===== src/rtl/mem_port_arbiter_if.sv =====
// Signal bundle between the fetch/load-store requesters, the arbiter and the memory.
// The arbiter takes the slave side; the core and the memory model take the master side.
interface mem_port_arbiter_if #(
    parameter int ADDR_WIDTH = 32,
    parameter int DATA_WIDTH = 32
);
    localparam int BW = DATA_WIDTH / 8;

    logic                  if_req;
    logic [ADDR_WIDTH-1:0] if_addr;
    logic                  if_gnt;
    logic                  if_rvalid;
    logic [DATA_WIDTH-1:0] if_rdata;

    logic                  ls_req;
    logic                  ls_we;
    logic [BW-1:0]         ls_be;
    logic [ADDR_WIDTH-1:0] ls_addr;
    logic [DATA_WIDTH-1:0] ls_wdata;
    logic                  ls_gnt;
    logic                  ls_rvalid;
    logic [DATA_WIDTH-1:0] ls_rdata;

    logic                  mem_en;
    logic                  mem_we;
    logic [BW-1:0]         mem_be;
    logic [ADDR_WIDTH-1:0] mem_addr;
    logic [DATA_WIDTH-1:0] mem_wdata;
    logic [DATA_WIDTH-1:0] mem_rdata;

    modport slave (
        input  if_req, if_addr, ls_req, ls_we, ls_be, ls_addr, ls_wdata, mem_rdata,
        output if_gnt, if_rvalid, if_rdata, ls_gnt, ls_rvalid, ls_rdata,
               mem_en, mem_we, mem_be, mem_addr, mem_wdata
    );

    modport master (
        output if_req, if_addr, ls_req, ls_we, ls_be, ls_addr, ls_wdata, mem_rdata,
        input  if_gnt, if_rvalid, if_rdata, ls_gnt, ls_rvalid, ls_rdata,
               mem_en, mem_we, mem_be, mem_addr, mem_wdata
    );
endinterface


===== src/rtl/mem_port_arbiter.sv =====
// Round-robin arbiter sharing one single-port memory between instruction fetch and
// load/store: one transaction at a time, fixed memory latency, response to the owner.
module mem_port_arbiter #(
    parameter int ADDR_WIDTH  = 32,
    parameter int DATA_WIDTH  = 32,
    parameter int MEM_LATENCY = 2
) (
    input logic              clk,
    input logic              rst,
    mem_port_arbiter_if.slave bus
);
    localparam int BW = DATA_WIDTH / 8;
    localparam int CW = $clog2(MEM_LATENCY + 1);

    generate
        if (MEM_LATENCY < 1) begin : g_latency_check
            $error("mem_port_arbiter: MEM_LATENCY must be at least 1");
        end
    endgenerate

    typedef enum logic [1:0] {IDLE, ISSUE, WAIT, RESP} state_t;

    state_t                state;
    logic [CW-1:0]         cnt;
    logic                  last_ls;
    logic                  own_ls;
    logic                  own_we;
    logic                  gnt_if, gnt_ls;

    logic                  mem_en, mem_we;
    logic [BW-1:0]         mem_be;
    logic [ADDR_WIDTH-1:0] mem_addr;
    logic [DATA_WIDTH-1:0] mem_wdata;
    logic                  if_rvalid, ls_rvalid;
    logic [DATA_WIDTH-1:0] if_rdata, ls_rdata;

    // Grants are combinational so the requester sees acceptance in the cycle it asks.
    // On a tie the port not served last wins; last_ls resets low so LS wins the first tie.
    always_comb begin
        gnt_if = 1'b0;
        gnt_ls = 1'b0;
        if (state == IDLE && !rst) begin
            if (bus.ls_req && (!bus.if_req || !last_ls))
                gnt_ls = 1'b1;
            else if (bus.if_req)
                gnt_if = 1'b1;
        end
    end

    // The command registers double as the latched request: loaded at grant,
    // presented for the single ISSUE cycle, then cleared.
    always_ff @(posedge clk or posedge rst) begin
        if (rst) begin
            state     <= IDLE;
            cnt       <= '0;
            last_ls   <= 1'b0;
            own_ls    <= 1'b0;
            own_we    <= 1'b0;
            mem_en    <= 1'b0;
            mem_we    <= 1'b0;
            mem_be    <= '0;
            mem_addr  <= '0;
            mem_wdata <= '0;
            if_rvalid <= 1'b0;
            ls_rvalid <= 1'b0;
            if_rdata  <= '0;
            ls_rdata  <= '0;
        end else begin
            case (state)
                IDLE: begin
                    if (gnt_if || gnt_ls) begin
                        own_ls    <= gnt_ls;
                        last_ls   <= gnt_ls;
                        own_we    <= gnt_ls && bus.ls_we;
                        mem_en    <= 1'b1;
                        mem_we    <= gnt_ls && bus.ls_we;
                        mem_be    <= (gnt_ls && bus.ls_we) ? bus.ls_be : {BW{1'b1}};
                        mem_addr  <= gnt_ls ? bus.ls_addr : bus.if_addr;
                        mem_wdata <= gnt_ls ? bus.ls_wdata : '0;
                        state     <= ISSUE;
                    end
                end
                ISSUE: begin
                    mem_en    <= 1'b0;
                    mem_we    <= 1'b0;
                    mem_be    <= '0;
                    mem_addr  <= '0;
                    mem_wdata <= '0;
                    cnt       <= CW'(1);
                    state     <= WAIT;
                end
                WAIT: begin
                    if (cnt == CW'(MEM_LATENCY)) begin
                        if (!own_we) begin
                            if (own_ls) ls_rdata <= bus.mem_rdata;
                            else        if_rdata <= bus.mem_rdata;
                        end
                        ls_rvalid <= own_ls;
                        if_rvalid <= !own_ls;
                        cnt       <= '0;
                        state     <= RESP;
                    end else begin
                        cnt <= cnt + CW'(1);
                    end
                end
                RESP: begin
                    if_rvalid <= 1'b0;
                    ls_rvalid <= 1'b0;
                    state     <= IDLE;
                end
                default: state <= IDLE;
            endcase
        end
    end

    assign bus.if_gnt    = gnt_if;
    assign bus.ls_gnt    = gnt_ls;
    assign bus.if_rvalid = if_rvalid;
    assign bus.ls_rvalid = ls_rvalid;
    assign bus.if_rdata  = if_rdata;
    assign bus.ls_rdata  = ls_rdata;
    assign bus.mem_en    = mem_en;
    assign bus.mem_we    = mem_we;
    assign bus.mem_be    = mem_be;
    assign bus.mem_addr  = mem_addr;
    assign bus.mem_wdata = mem_wdata;
endmodule


===== src/flat_wrapper.sv =====
// flat-port wrapper written by rule: the top's interface ports become plain ports
module mem_port_arbiter_flat 
#(
    parameter int ADDR_WIDTH  = 32,
    parameter int DATA_WIDTH  = 32,
    parameter int MEM_LATENCY = 2
)
  (clk, rst, bus_if_req, bus_if_addr, bus_ls_req, bus_ls_we, bus_ls_be, bus_ls_addr, bus_ls_wdata, bus_mem_rdata, bus_if_gnt, bus_if_rvalid, bus_if_rdata, bus_ls_gnt, bus_ls_rvalid, bus_ls_rdata, bus_mem_en, bus_mem_we, bus_mem_be, bus_mem_addr, bus_mem_wdata);
  mem_port_arbiter_if #(.ADDR_WIDTH(ADDR_WIDTH), .DATA_WIDTH(DATA_WIDTH)) bus_i ();
  input logic clk;
  input logic rst;
  input wire logic [$bits(bus_i.if_req)-1:0] bus_if_req;
  input wire logic [$bits(bus_i.if_addr)-1:0] bus_if_addr;
  input wire logic [$bits(bus_i.ls_req)-1:0] bus_ls_req;
  input wire logic [$bits(bus_i.ls_we)-1:0] bus_ls_we;
  input wire logic [$bits(bus_i.ls_be)-1:0] bus_ls_be;
  input wire logic [$bits(bus_i.ls_addr)-1:0] bus_ls_addr;
  input wire logic [$bits(bus_i.ls_wdata)-1:0] bus_ls_wdata;
  input wire logic [$bits(bus_i.mem_rdata)-1:0] bus_mem_rdata;
  output wire logic [$bits(bus_i.if_gnt)-1:0] bus_if_gnt;
  output wire logic [$bits(bus_i.if_rvalid)-1:0] bus_if_rvalid;
  output wire logic [$bits(bus_i.if_rdata)-1:0] bus_if_rdata;
  output wire logic [$bits(bus_i.ls_gnt)-1:0] bus_ls_gnt;
  output wire logic [$bits(bus_i.ls_rvalid)-1:0] bus_ls_rvalid;
  output wire logic [$bits(bus_i.ls_rdata)-1:0] bus_ls_rdata;
  output wire logic [$bits(bus_i.mem_en)-1:0] bus_mem_en;
  output wire logic [$bits(bus_i.mem_we)-1:0] bus_mem_we;
  output wire logic [$bits(bus_i.mem_be)-1:0] bus_mem_be;
  output wire logic [$bits(bus_i.mem_addr)-1:0] bus_mem_addr;
  output wire logic [$bits(bus_i.mem_wdata)-1:0] bus_mem_wdata;
  assign bus_i.if_req = bus_if_req;
  assign bus_i.if_addr = bus_if_addr;
  assign bus_i.ls_req = bus_ls_req;
  assign bus_i.ls_we = bus_ls_we;
  assign bus_i.ls_be = bus_ls_be;
  assign bus_i.ls_addr = bus_ls_addr;
  assign bus_i.ls_wdata = bus_ls_wdata;
  assign bus_i.mem_rdata = bus_mem_rdata;
  assign bus_if_gnt = bus_i.if_gnt;
  assign bus_if_rvalid = bus_i.if_rvalid;
  assign bus_if_rdata = bus_i.if_rdata;
  assign bus_ls_gnt = bus_i.ls_gnt;
  assign bus_ls_rvalid = bus_i.ls_rvalid;
  assign bus_ls_rdata = bus_i.ls_rdata;
  assign bus_mem_en = bus_i.mem_en;
  assign bus_mem_we = bus_i.mem_we;
  assign bus_mem_be = bus_i.mem_be;
  assign bus_mem_addr = bus_i.mem_addr;
  assign bus_mem_wdata = bus_i.mem_wdata;
  mem_port_arbiter #(.ADDR_WIDTH(ADDR_WIDTH), .DATA_WIDTH(DATA_WIDTH), .MEM_LATENCY(MEM_LATENCY)) u_core (.clk(clk), .rst(rst), .bus(bus_i));
endmodule

===== config.mk =====
export PLATFORM = sky130hd
export DESIGN_NAME = mem_port_arbiter_flat
export DESIGN_NICKNAME = d
export VERILOG_FILES = /design/src/rtl/mem_port_arbiter_if.sv /design/src/rtl/mem_port_arbiter.sv /design/src/flat_wrapper.sv
export SDC_FILE = /design/constraint.sdc
export NUM_CORES = 1
export LEC_CHECK = 0
export ABC_AREA = 1
export BUFFER_PORTS_ARGS = -buffer_cell sky130_fd_sc_hd__buf_4
export CORE_MARGIN = 4
export CORE_UTILIZATION = 35
export DETAILED_ROUTE_END_ITERATION = 12
export GPL_TIMING_DRIVEN = 0
export PLACE_DENSITY_LB_ADDON = 0.2
export REMOVE_ABC_BUFFERS = 1
export SETUP_SLACK_MARGIN = 0.15
export SYNTH_ARGS = -nofsm -noshare
export SYNTH_HDL_FRONTEND = slang
export SYNTH_SLANG_ARGS = --single-unit

===== constraint.sdc =====
create_clock -name clk -period 5.9 [get_ports clk]
set_input_delay 1.18 -clock clk [delete_from_list [all_inputs] [get_ports clk]]
set_output_delay 1.18 -clock clk [all_outputs]
set_load 0.1 [all_outputs]

# Word level (Yosys, flattened, before mapping)
# Cells that the tools add are included.
[op_classes]
add_sub_neg = 1
eq_ne = 6
muxes = 27
bitwise = 2
reduce_logical = 18
[ops]
columns = ["cell", "n"]
rows = [
  ["32-bit 2-to-1 mux", 4],
  ["32-bit one-hot mux with 2 select lines", 2],
  ["1-bit 2-to-1 mux", 9],
  ["4-bit 2-to-1 mux", 2],
  ["1-bit one-hot mux with 2 select lines", 4],
  ["2-bit one-hot mux with 4 select lines", 1],
  ["4-bit one-hot mux with 2 select lines", 1],
  ["2-bit AND reduction", 4],
  ["4-bit AND reduction", 2],
  ["2-bit equality test (second input constant)", 3],
  ["2-bit 2-to-1 mux", 3],
  ["2-bit nonzero test", 3],
  ["2-bit one-hot mux with 2 select lines", 1],
  ["1-bit logical AND", 3],
  ["1-bit zero test", 3],
  ["2-bit by 1-bit adder with 2-bit output (second input constant)", 1],
  ["2-bit by 1-bit equality test with 1-bit output (second input constant)", 1],
  ["2-bit zero test", 1],
  ["1-bit logical OR", 2],
  ["2-bit by 1-bit != test with 1-bit output (second input constant)", 1],
  ["2-bit != test (second input constant)", 1],
  ["1-bit inverter", 2],
]
[word_totals]
register_bits = 142
in_bits = 137
output_inout_bits = 138
word_cells = 67

# Depth between registers and ports, before layout
# Gate-level depths: netlist (run 1).
[logic_depth]
word_depth = 9
depth_mapped = 10
mapped_depth_nobuf = 8

# Least setup slack after synthesis (run 1)
# OpenSTA, ideal clock, no wires.
[synth_timing]
path_kind = "input-to-output"
startpoint = "input rst"
endpoint = "output bus_if_gnt"
t_arrival_ns = 6.496
required_time_ns = 4.720
slack_ns = -1.776
path_stages = 3
path_buffers = 0
path_cell_list = "inv_1 nand3_1 a21oi_1"
[synth_via]
elab_chain_len = 3
[synth_lines]
columns = ["item", "line", "rtl"]
rows = [
  ["from (decl)", "flat_wrapper.sv:11", "input logic rst;"],
  ["1-bit zero test", "mem_port_arbiter.sv:42", "if (state == IDLE && !rst) begin"],
  ["1-bit logical AND", "mem_port_arbiter.sv:42", ""],
  ["1-bit 2-to-1 mux", "mem_port_arbiter.sv:42", ""],
  ["to (decl)", "flat_wrapper.sv:20", "output wire logic [$bits(bus_i.if_gnt)-1:0] bus_if_gnt;"],
]
# No other way between the ends.

# Worst setup path after layout (run 1)
[layout_timing]
startpoint = "input rst"
endpoint = "output bus_ls_gnt"
[layout_via]
elab_chain_len = 3
[layout_lines]
columns = ["item", "line", "rtl"]
rows = [
  ["1-bit zero test", "mem_port_arbiter.sv:42", ""],
  ["1-bit logical AND", "mem_port_arbiter.sv:42", ""],
  ["1-bit 2-to-1 mux", "mem_port_arbiter.sv:42", ""],
  ["to (decl)", "flat_wrapper.sv:23", "output wire logic [$bits(bus_i.ls_gnt)-1:0] bus_ls_gnt;"],
]
# No other way between the ends.

==> results.json, run 1 <==
{
  "status": "finished, final reports clean",
  "rsz0062_at_grt": "no",
  "vias": 5735,
  "crit_start": "rst",
  "ys_seq_area_share_pct": 53.8,
  "yosys_warnings": 0,
  "antenna_left": 0,
  "path_common_cell": "buf_4",
  "first_global_vias": 5776,
  "hold_ws_ns": 0.484,
  "mostFrequentLayoutCell": "buf_4",
  "rows": 49,
  "worstHoldStart": "u_core.bus.if_rdata[23]$_DFFE_PP0P_",
  "min_period_ns": 4.57,
  "r2r_end": "u_core.bus.mem_wdata[6]$_DFFE_PP0P_",
  "worstMarginPinSlew_ns": 1.30,
  "drt-initial-drc-count": 185,
  "die_h_um": 145,
  "cts_buffer_depth": 2,
  "hp-class": "flop to flop",
  "ff2ff_path_depth": 6,
  "hold_violations": 0,
  "maxSlewHeadroom_pct": 13.6,
  "drive_above_1_share_pct": 34.8,
  "grt_util_met2_pct": 28.3,
  "nNetsFinal": 1163,
  "hpwl_mm": 12.6,
  "timing.final.crit_share_pct": 77.4,
  "met1_usage_pct": 22.7,
  "dieWidth_um": 145,
  "numCtsBuffers": 17,
  "cap_violations": 0,
  "slowest_delay_ns": 0.60,
  "synth-seq-cells": 142,
  "slew_violations": 0,
  "finalWirelength_mm": 18.7,
  "drcViolationCount": 0,
  "antenna_found_initial": 0,
  "met3_usage_pct": 6.11,
  "root_buffer": "clkbuf_16",
  "synthDistinctLibCells": 29,
  "cp_cell_sequence": "buf_4, inv_6, buf_16, nand2_2, nor2_8, buf_4",
  "critPathKind": "primary input to primary output",
  "n_antenna_cell": 0,
  "worstPathMaxFanout": 78,
  "syn_area_sq_um": 6600,
  "max_freq_mhz": 219,
  "cts_hold_buf": 0,
  "crit_required_ns": 4.72,
  "hold_path_depth": 2,
  "start_kind": "primary input",
  "clk_latency_ns": 0.41,
  "layout_common_cells": "274 x buf_4, 239 x nand2_1, 142 x dfrtp_1, 102 x nand3_1, 70 x inv_1",
  "worstReg2RegStart": "u_core.state[0]$_DFFE_PP0P_",
  "h-tree-depth": 4,
  "cp_top_family": "buffers and inverters",
  "areaGrowthSynthToFinish_pct": 40.5,
  "arrival_ns": 3.39,
  "grt_util_all_layers_pct": 17.6,
  "post_cts_resized": 0,
  "dr.pass1.iters": 4,
  "post_cts_buffers": 0,
  "crit_path_top_delay_cell": "nor2_8",
  "start_util_pct": 36.1,
  "grt_max_degree": 79,
  "grt_overflow": 0,
  "cts.sinks": 142,
  "die_area_sq_um": 21100,
  "io_buffers": 274,
  "viasPerCell": 4.54,
  "cts_tree": "yes",
  "cts.clk_slew.worst_paths_ns": 0.06,
  "grt_pass1_wl_mm": 30.5,
  "r2r_setup_slack_ns": 2.57,
  "wire_per_inst_um": 14.8,
  "avgSynthCellArea_sq_um": 8.53,
  "skew_ns": 0.0126,
  "io_pins": 275,
  "cp-end-kind": "primary output",
  "grt-busiest-layer": "met2",
  "setup_viol": 0,
  "cp_num_buf_inv": 4,
  "routabilityCongestion": 0.741,
  "design.core.area_sq_um": 18300,
  "syn-instance-count": 774,
  "hold_path_end": "u_core.bus.if_rdata[23]$_DFFE_PP0P_"
}
[final cells by class]
cell class	instances	area (sq um)
clock buffers	21	450
clock inverters	11	131
fillers	1852	9000
inverters	74	283
multi-input cells	511	2460
flip-flops and latches	142	3550
well taps	229	287
repair buffers	276	2100
[registers in the layout (all words and copies together) (netlist names)]
| name | count |
|---|---|
| u_core.bus.if_rdata | 32 |
| u_core.bus.if_rvalid | 1 |
| u_core.bus.ls_rdata | 32 |
| u_core.bus.ls_rvalid | 1 |
| u_core.bus.mem_addr | 32 |
| u_core.bus.mem_be | 4 |
| u_core.bus.mem_en | 1 |
| u_core.bus.mem_wdata | 32 |
| u_core.bus.mem_we | 1 |
| u_core.cnt | 2 |
| u_core.last_ls | 1 |
| u_core.own_we | 1 |
| u_core.state | 2 |
[worst min-delay path, delay by kind of cell (launching register included)]
| kind | cells | cell delay [ns] |
|---|---|---|
| flops | 1 | 0.34 |
| simple gates | 1 | 0.05 |
| compound gates | 1 | 0.06 |
[synth_stat cells, drive strengths merged]
master / n / area [sq um]
o21a: 1 / 7.51
a21oi: 34 / 275
o21ai: 36 / 180
nand4: 3 / 31.3
nand3: 113 / 621
nand2: 243 / 922
clkbuf: 10 / 38.8
o211ai: 1 / 7.51
buf: 37 / 272
nor2: 70 / 317
ha: 4 / 50.1
nand3b: 4 / 30.0
o2bb2ai: 1 / 8.76
o31ai: 1 / 7.51
dfrtp: 142 / 3550
inv: 74 / 278
[per-stage QoR]
step           std cells  utilization [%]  setup TNS [ns]  setup slack (ns)  instance area [sq um]
2_1_floorplan        727                -          -57.23             -1.78                   6290
3_3_place_gp        1230             47.2         -424.80             -4.23                   8630
3_5_place_dp        1232             47.6               0             0.896                   8690
4_1_cts             1264             50.8               0              1.27                   9270
5_1_grt             1264             50.8               0             0.943                   9270
6_report            1264             50.8               0              1.33                   9270
[cell families after synthesis]
logic type / count (synthesis) / share of synthesized area [%]
compound gates: 74 / 7.38
fa+ha+maj: 4 / 0.758
buf+inv: 121 / 8.91
flops: 142 / 53.8
simple gates: 433 / 29.1
[layer usage]
layer / vias up / part of all wire (%)
met4: 0 / 1.3
met1: 2594 / 46
met3: 18 / 7.7
li1: 2936 / -
met5: - / 0
met2: 187 / 45
[how the worst max path moves through the flow]
| stage | cells after the start | slack [ns] | to |
|---|---|---|---|
| 3_3_place_gp | 6 | -4.23 | u_core.bus.mem_wdata[6]$_DFFE_PP0P_ |
| 3_5_place_dp | 7 | 0.90 | u_core.bus.mem_wdata[6]$_DFFE_PP0P_ |
| 4_1_cts | 6 | 1.27 | bus_ls_gnt |
| 6_report | 6 | 1.33 | bus_ls_gnt |
| 2_1_floorplan | 3 | -1.78 | bus_if_gnt |
| 5_1_grt | 7 | 0.94 | u_core.bus.mem_wdata[16]$_DFFE_PP0P_ |
Power of run 1 is left out: the tool's default activity adds up to more than one toggle a clock period on the data nets, which glitch-free logic cannot reach.
==> inputs of run 2 (changes only) <==
Settings changed: ABC_AREA 1 to 0.
Clock period 5.9 ns to 4.5 ns, I/O delays scaled along.
==> results.json, run 2 <==
{
  "yosys_warnings": 0,
  "min_period_ns": 3.46,
  "dpl_cell_area_sq_um": 8580,
  "rows": 49,
  "cts_tree": "yes",
  "r2r_end": "u_core.bus.mem_addr[26]$_DFFE_PP0P_",
  "grt_overflow": 0,
  "crit_start": "u_core.state[0]$_DFFE_PP0P_",
  "worstMarginPinSlew_ns": 1.18,
  "start_util_pct": 35.5,
  "layout_common_cells": "274 x buf_4, 142 x dfrtp_1, 57 x mux2_2, 40 x a22o_1, 36 x nand4b_1",
  "synthArstFlopShare_pct": 100,
  "synth_common_cells": "142 x dfrtp_1, 57 x mux2_2, 40 x a22o_1",
  "drcViolationCount": 0,
  "ff2ff_path_depth": 6,
  "cts_hold_buf": 0,
  "cap_violations": 0,
  "cts_buffer_depth": 2,
  "hpwl_mm": 13.1,
  "ys_seq_area_share_pct": 55.7,
  "io_pins": 275,
  "viasPerCell": 5.29,
  "critPathKind": "flop to primary output",
  "status": "finished, final reports clean",
  "syn-instance-count": 507,
  "ys.flop_type": "dfrtp_1",
  "synth_edf_count": 0,
  "post_cts_resized": 0,
  "die_h_um": 143,
  "hold_ws_ns": 0.505,
  "mostFrequentLayoutCell": "buf_4",
  "setup_viol": 0,
  "drt-initial-drc-count": 261,
  "grt_max_degree": 88,
  "post_cts_buffers": 0,
  "vias": 5266,
  "cp_top_family": "simple AND/OR/NAND/NOR gates",
  "dieWidth_um": 143,
  "drive_above_1_share_pct": 50.5,
  "r2r_setup_slack_ns": 1.08,
  "cts.clk_slew.worst_paths_ns": 0.06,
  "crit_path_top_delay_cell": "nand2b_2",
  "finalWirelength_mm": 19.0,
  "n_antenna_cell": 0,
  "final_area_sq_um": 9160,
  "grt_pass1_wl_mm": 29.4,
  "syn_area_sq_um": 6380,
  "hold_violations": 0,
  "cp-endpoint": "bus_if_gnt",
  "cp_num_buf_inv": 2,
  "worstReg2RegStart": "u_core.state[1]$_DFFE_PP0P_",
  "cts.sinks": 142,
  "rsz0062_at_grt": "no",
  "skew_ns": 0.0109,
  "avgSynthCellArea_sq_um": 12.6,
  "design.core.area_sq_um": 18000,
  "arrival_ns": 2.56,
  "nNetsFinal": 894,
  "routabilityCongestion": 0.811,
  "h-tree-depth": 4,
  "clk_latency_ns": 0.41,
  "hp-class": "flop to flop",
  "antenna_found_initial": 0,
  "dr.pass1.iters": 5,
  "maxSlewHeadroom_pct": 21.6,
  "die_area_sq_um": 20400,
  "cp-end-kind": "primary output",
  "cp_cell_sequence": "inv_1, ha_1, nand2b_2, a211oi_1, buf_4",
  "slew_violations": 0,
  "max_freq_mhz": 289,
  "grt_util_all_layers_pct": 18.1,
  "root_buffer": "clkbuf_16",
  "wire_per_inst_um": 19.1,
  "timing.final.crit_share_pct": 76.9,
  "antenna_left": 0,
  "synth-seq-cells": 142,
  "numCtsBuffers": 17,
  "synth.area.top_cells": "dfrtp_1 56%, mux2_2 10%, a22o_1 5.5%",
  "cp_num_cells": 5,
  "first_global_vias": 5443,
  "areaGrowthSynthToFinish_pct": 43.7,
  "synth_top_area_share_pct": 55.7,
  "start_kind": "flop",
  "io_buffers": 274,
  "worstPathMaxFanout": 37,
  "synthDistinctLibCells": 39,
  "slowest_delay_ns": 0.49,
  "yosysTopAreaCell": "dfrtp_1",
  "crit_required_ns": 3.60,
  "yosysMostFrequentCell": "dfrtp_1"
}
==> run 2: cell count changes in the layout (fill, tap and decap cells not counted), sizes merged, moves of 3 or more <==
cell / change
nand3: -112
a21oi: -30
buf: +3
nand2: -241
nand4b: +36
inv: -65
nor2b: +33
a22o: +40
a211oi: +33
nor2: -67
nand3b: -4
clkbuf: -4
mux2: +65
a31oi: +33
==> run 2: worst min-delay path by stage <==
stage,startpoint,endpoint,cells after the start
after floorplan,u_core.own_we$_DFFE_PP0P_,u_core.own_we$_DFFE_PP0P_,2
after global placement,u_core.bus.mem_we$_DFFE_PP0P_,u_core.bus.mem_we$_DFFE_PP0P_,1
after detailed placement,u_core.bus.if_rdata[22]$_DFFE_PP0P_,u_core.bus.if_rdata[22]$_DFFE_PP0P_,1
after CTS,u_core.bus.ls_rdata[19]$_DFFE_PP0P_,u_core.bus.ls_rdata[19]$_DFFE_PP0P_,1
after global routing,u_core.bus.ls_rdata[2]$_DFFE_PP0P_,u_core.bus.ls_rdata[2]$_DFFE_PP0P_,1
final,u_core.bus.ls_rdata[19]$_DFFE_PP0P_,u_core.bus.ls_rdata[19]$_DFFE_PP0P_,1
==> run 2: metrics by stage <==
stage	setup WS [ns]	TNS, ns	util, %	cells
finish	1.04	0	51.0	995
global route	0.824	0	51.0	995
CTS	0.513	0	51.0	995
detailed placement	0.716	0	47.8	963
global placement	-1.79	-329.02	46.9	958
floorplan	-0.210	-29.94	-	455
==> run 2: kinds of logic after synthesis <==
group / share of synthesized area, %
buffers and inverters: 4.91
flip-flops: 55.7
AND/OR/NAND/NOR: 9.71
AO/OA/AOI/OAI: 17.0
multiplexers: 11.9
adder cells (fa/ha/maj): 0.785
==> run 2: area by class of cell <==
type / instances / area, sq um
fill: 1582 / 8800
sequential: 142 / 3550
multi-input combinational: 307 / 2540
timing repair buffer: 279 / 2170
clock buffer: 17 / 425
tap: 229 / 287
clock inverter: 15 / 154
inverter: 6 / 27.5
==> run 2: routing by layer <==
metal,track usage [%],share of wire (%),up-vias
li1,-,-,2418
met1,22.1,40,2583
met2,28.8,48,239
met3,7.20,11,26
met4,6.85,2.1,0
met5,0,0,-
Power of run 2 is left out for the same reason.
==> inputs of run 3 (changes only) <==
Clock period 4.5 ns to 2.99 ns, I/O delays scaled along.
==> results.json, run 3 (synthesis gave the netlist of run 2 again) <==
{
  "worstPathMaxFanout": 19,
  "drt-initial-drc-count": 282,
  "grt_util_all_layers_pct": 18.7,
  "timing.final.crit_share_pct": 90.4,
  "stdcell_count": 998,
  "layout_common_cells": "273 x buf_4, 142 x dfrtp_1, 57 x mux2_2, 40 x a22o_1, 36 x nand4b_1",
  "critPathKind": "flop to primary output",
  "clk_latency_ns": 0.42,
  "dieWidth_um": 143,
  "grt_overflow": 0,
  "antenna_found_initial": 0,
  "hp-class": "primary input to async pin",
  "wire_per_inst_um": 19.7,
  "n_antenna_cell": 0,
  "rows": 49,
  "arrival_ns": 2.11,
  "pre_cts_ws_ns": -0.466,
  "drcViolationCount": 0,
  "vias": 5336,
  "antenna_left": 0,
  "cts.sinks": 142,
  "post_cts_buffers": 0,
  "status": "finished, final reports clean",
  "finalWirelength_mm": 19.7,
  "viasPerCell": 5.35,
  "hpwl_mm": 13.1,
  "start_util_pct": 35.5,
  "hold_ws_ns": 0.265,
  "cap_violations": 0,
  "cts_tree": "yes",
  "drive_above_1_share_pct": 51.1,
  "fin_ws_ns": 0.286,
  "root_buffer": "clkbuf_16",
  "routabilityCongestion": 0.811,
  "tns_ns": 0,
  "dr.pass1.iters": 4,
  "skew_ns": 0.0115,
  "slew_violations": 0,
  "maxSlewHeadroom_pct": 29.3,
  "h-tree-depth": 4,
  "setup_viol": 0,
  "nNetsFinal": 897,
  "io_buffers": 274,
  "min_period_ns": 2.70,
  "first_global_vias": 5481,
  "max_freq_mhz": 370,
  "hold_violations": 0,
  "design.core.area_sq_um": 18000,
  "grt_pass1_wl_mm": 30.2,
  "io_pins": 275,
  "cts.clk_slew.worst_paths_ns": 0.06,
  "mostFrequentLayoutCell": "buf_4",
  "crit_required_ns": 2.39,
  "dp.cells": 963,
  "cts_buffer_depth": 2,
  "cp-end-kind": "primary output",
  "start_kind": "flop",
  "numCtsBuffers": 17,
  "worstMarginPinSlew_ns": 1.06,
  "die_h_um": 143,
  "die_area_sq_um": 20400,
  "areaGrowthSynthToFinish_pct": 44.4,
  "grt_max_degree": 88,
  "rsz0062_at_grt": "no"
}
-- run 3: cell types whose count changed in the layout (fill, tap and decap cells not counted) --
cell / before / now
clkbuf_8: 0 / 1
nor2b_2: 0 / 1
a211oi_2: 0 / 1
nand2b_4: 0 / 1
a21o_2: 0 / 2
buf_4: 274 / 273
a21o_1: 1 / 0
a211oi_1: 33 / 32
ha_2: 1 / 2
ha_1: 3 / 2
-- run 3: critical path, stage by stage (launching register included) --
cell and delay (ns):
dfrtp_1 0.42, inv_1 0.10, ha_2 0.34, nand2b_4 0.24, a211oi_2 0.30, clkbuf_8 0.28
-- run 3: through the flow --
stage / utilization, % / instance area, sq um
floorplan: - / 6090
global placement: 46.9 / 8430
detailed placement: 47.8 / 8580
CTS: 51.2 / 9190
global route: 51.3 / 9210
finish: 51.3 / 9210
-- run 3: area by class of cell --
| cell class | instances | area [sq um] |
|---|---|---|
| multi-input combinational | 310 | 2580 |
| tap | 229 | 287 |
| inverter | 6 | 27.5 |
| timing repair buffer | 279 | 2180 |
| fill | 1580 | 8760 |
| clock inverter | 15 | 154 |
| clock buffer | 17 | 425 |
| sequential | 142 | 3550 |
-- run 3: timing repair --
item,in CTS,in global routing
gates cloned,3,0
endpoints found under the hold margin,0,0
setup endpoints to repair,72,17
hold buffers,0,0
gates resized for setup,4,3
-- run 3: path summary, 6_finish.rpt --
path / from / slack (ns) / cells after the start / to
worst max-delay path: u_core.state[0]$_DFFE_PP0P_ / 0.29 / 5 / bus_if_gnt
worst min-delay path: rst / 0.27 / 2 / u_core.bus.mem_addr[21]$_DFFE_PP0P_
worst max register to register: u_core.state[1]$_DFFE_PP0P_ / 0.34 / 6 / u_core.bus.mem_wdata[28]$_DFFE_PP0P_
worst min register to register: u_core.bus.ls_rdata[19]$_DFFE_PP0P_ / 0.51 / 1 / u_core.bus.ls_rdata[19]$_DFFE_PP0P_
max in group asynchronous: rst / 1.94 / 3 / u_core.bus.mem_wdata[27]$_DFFE_PP0P_
min in group clk: bus_ls_wdata[22] / 0.40 / 2 / u_core.bus.mem_wdata[22]$_DFFE_PP0P_
-- run 3: routing by layer --
| layer | GRT usage, % | vias to the layer above | wire, um |
|---|---|---|---|
| met2 | 29.6 | 251 | 9460 |
| met5 | 0 | - | 0 |
| met1 | 23.1 | 2639 | 7760 |
| li1 | - | 2420 | - |
| met3 | 7.50 | 26 | 2070 |
| met4 | 6.85 | 0 | 393 |
Power of run 3 is left out for the same reason.
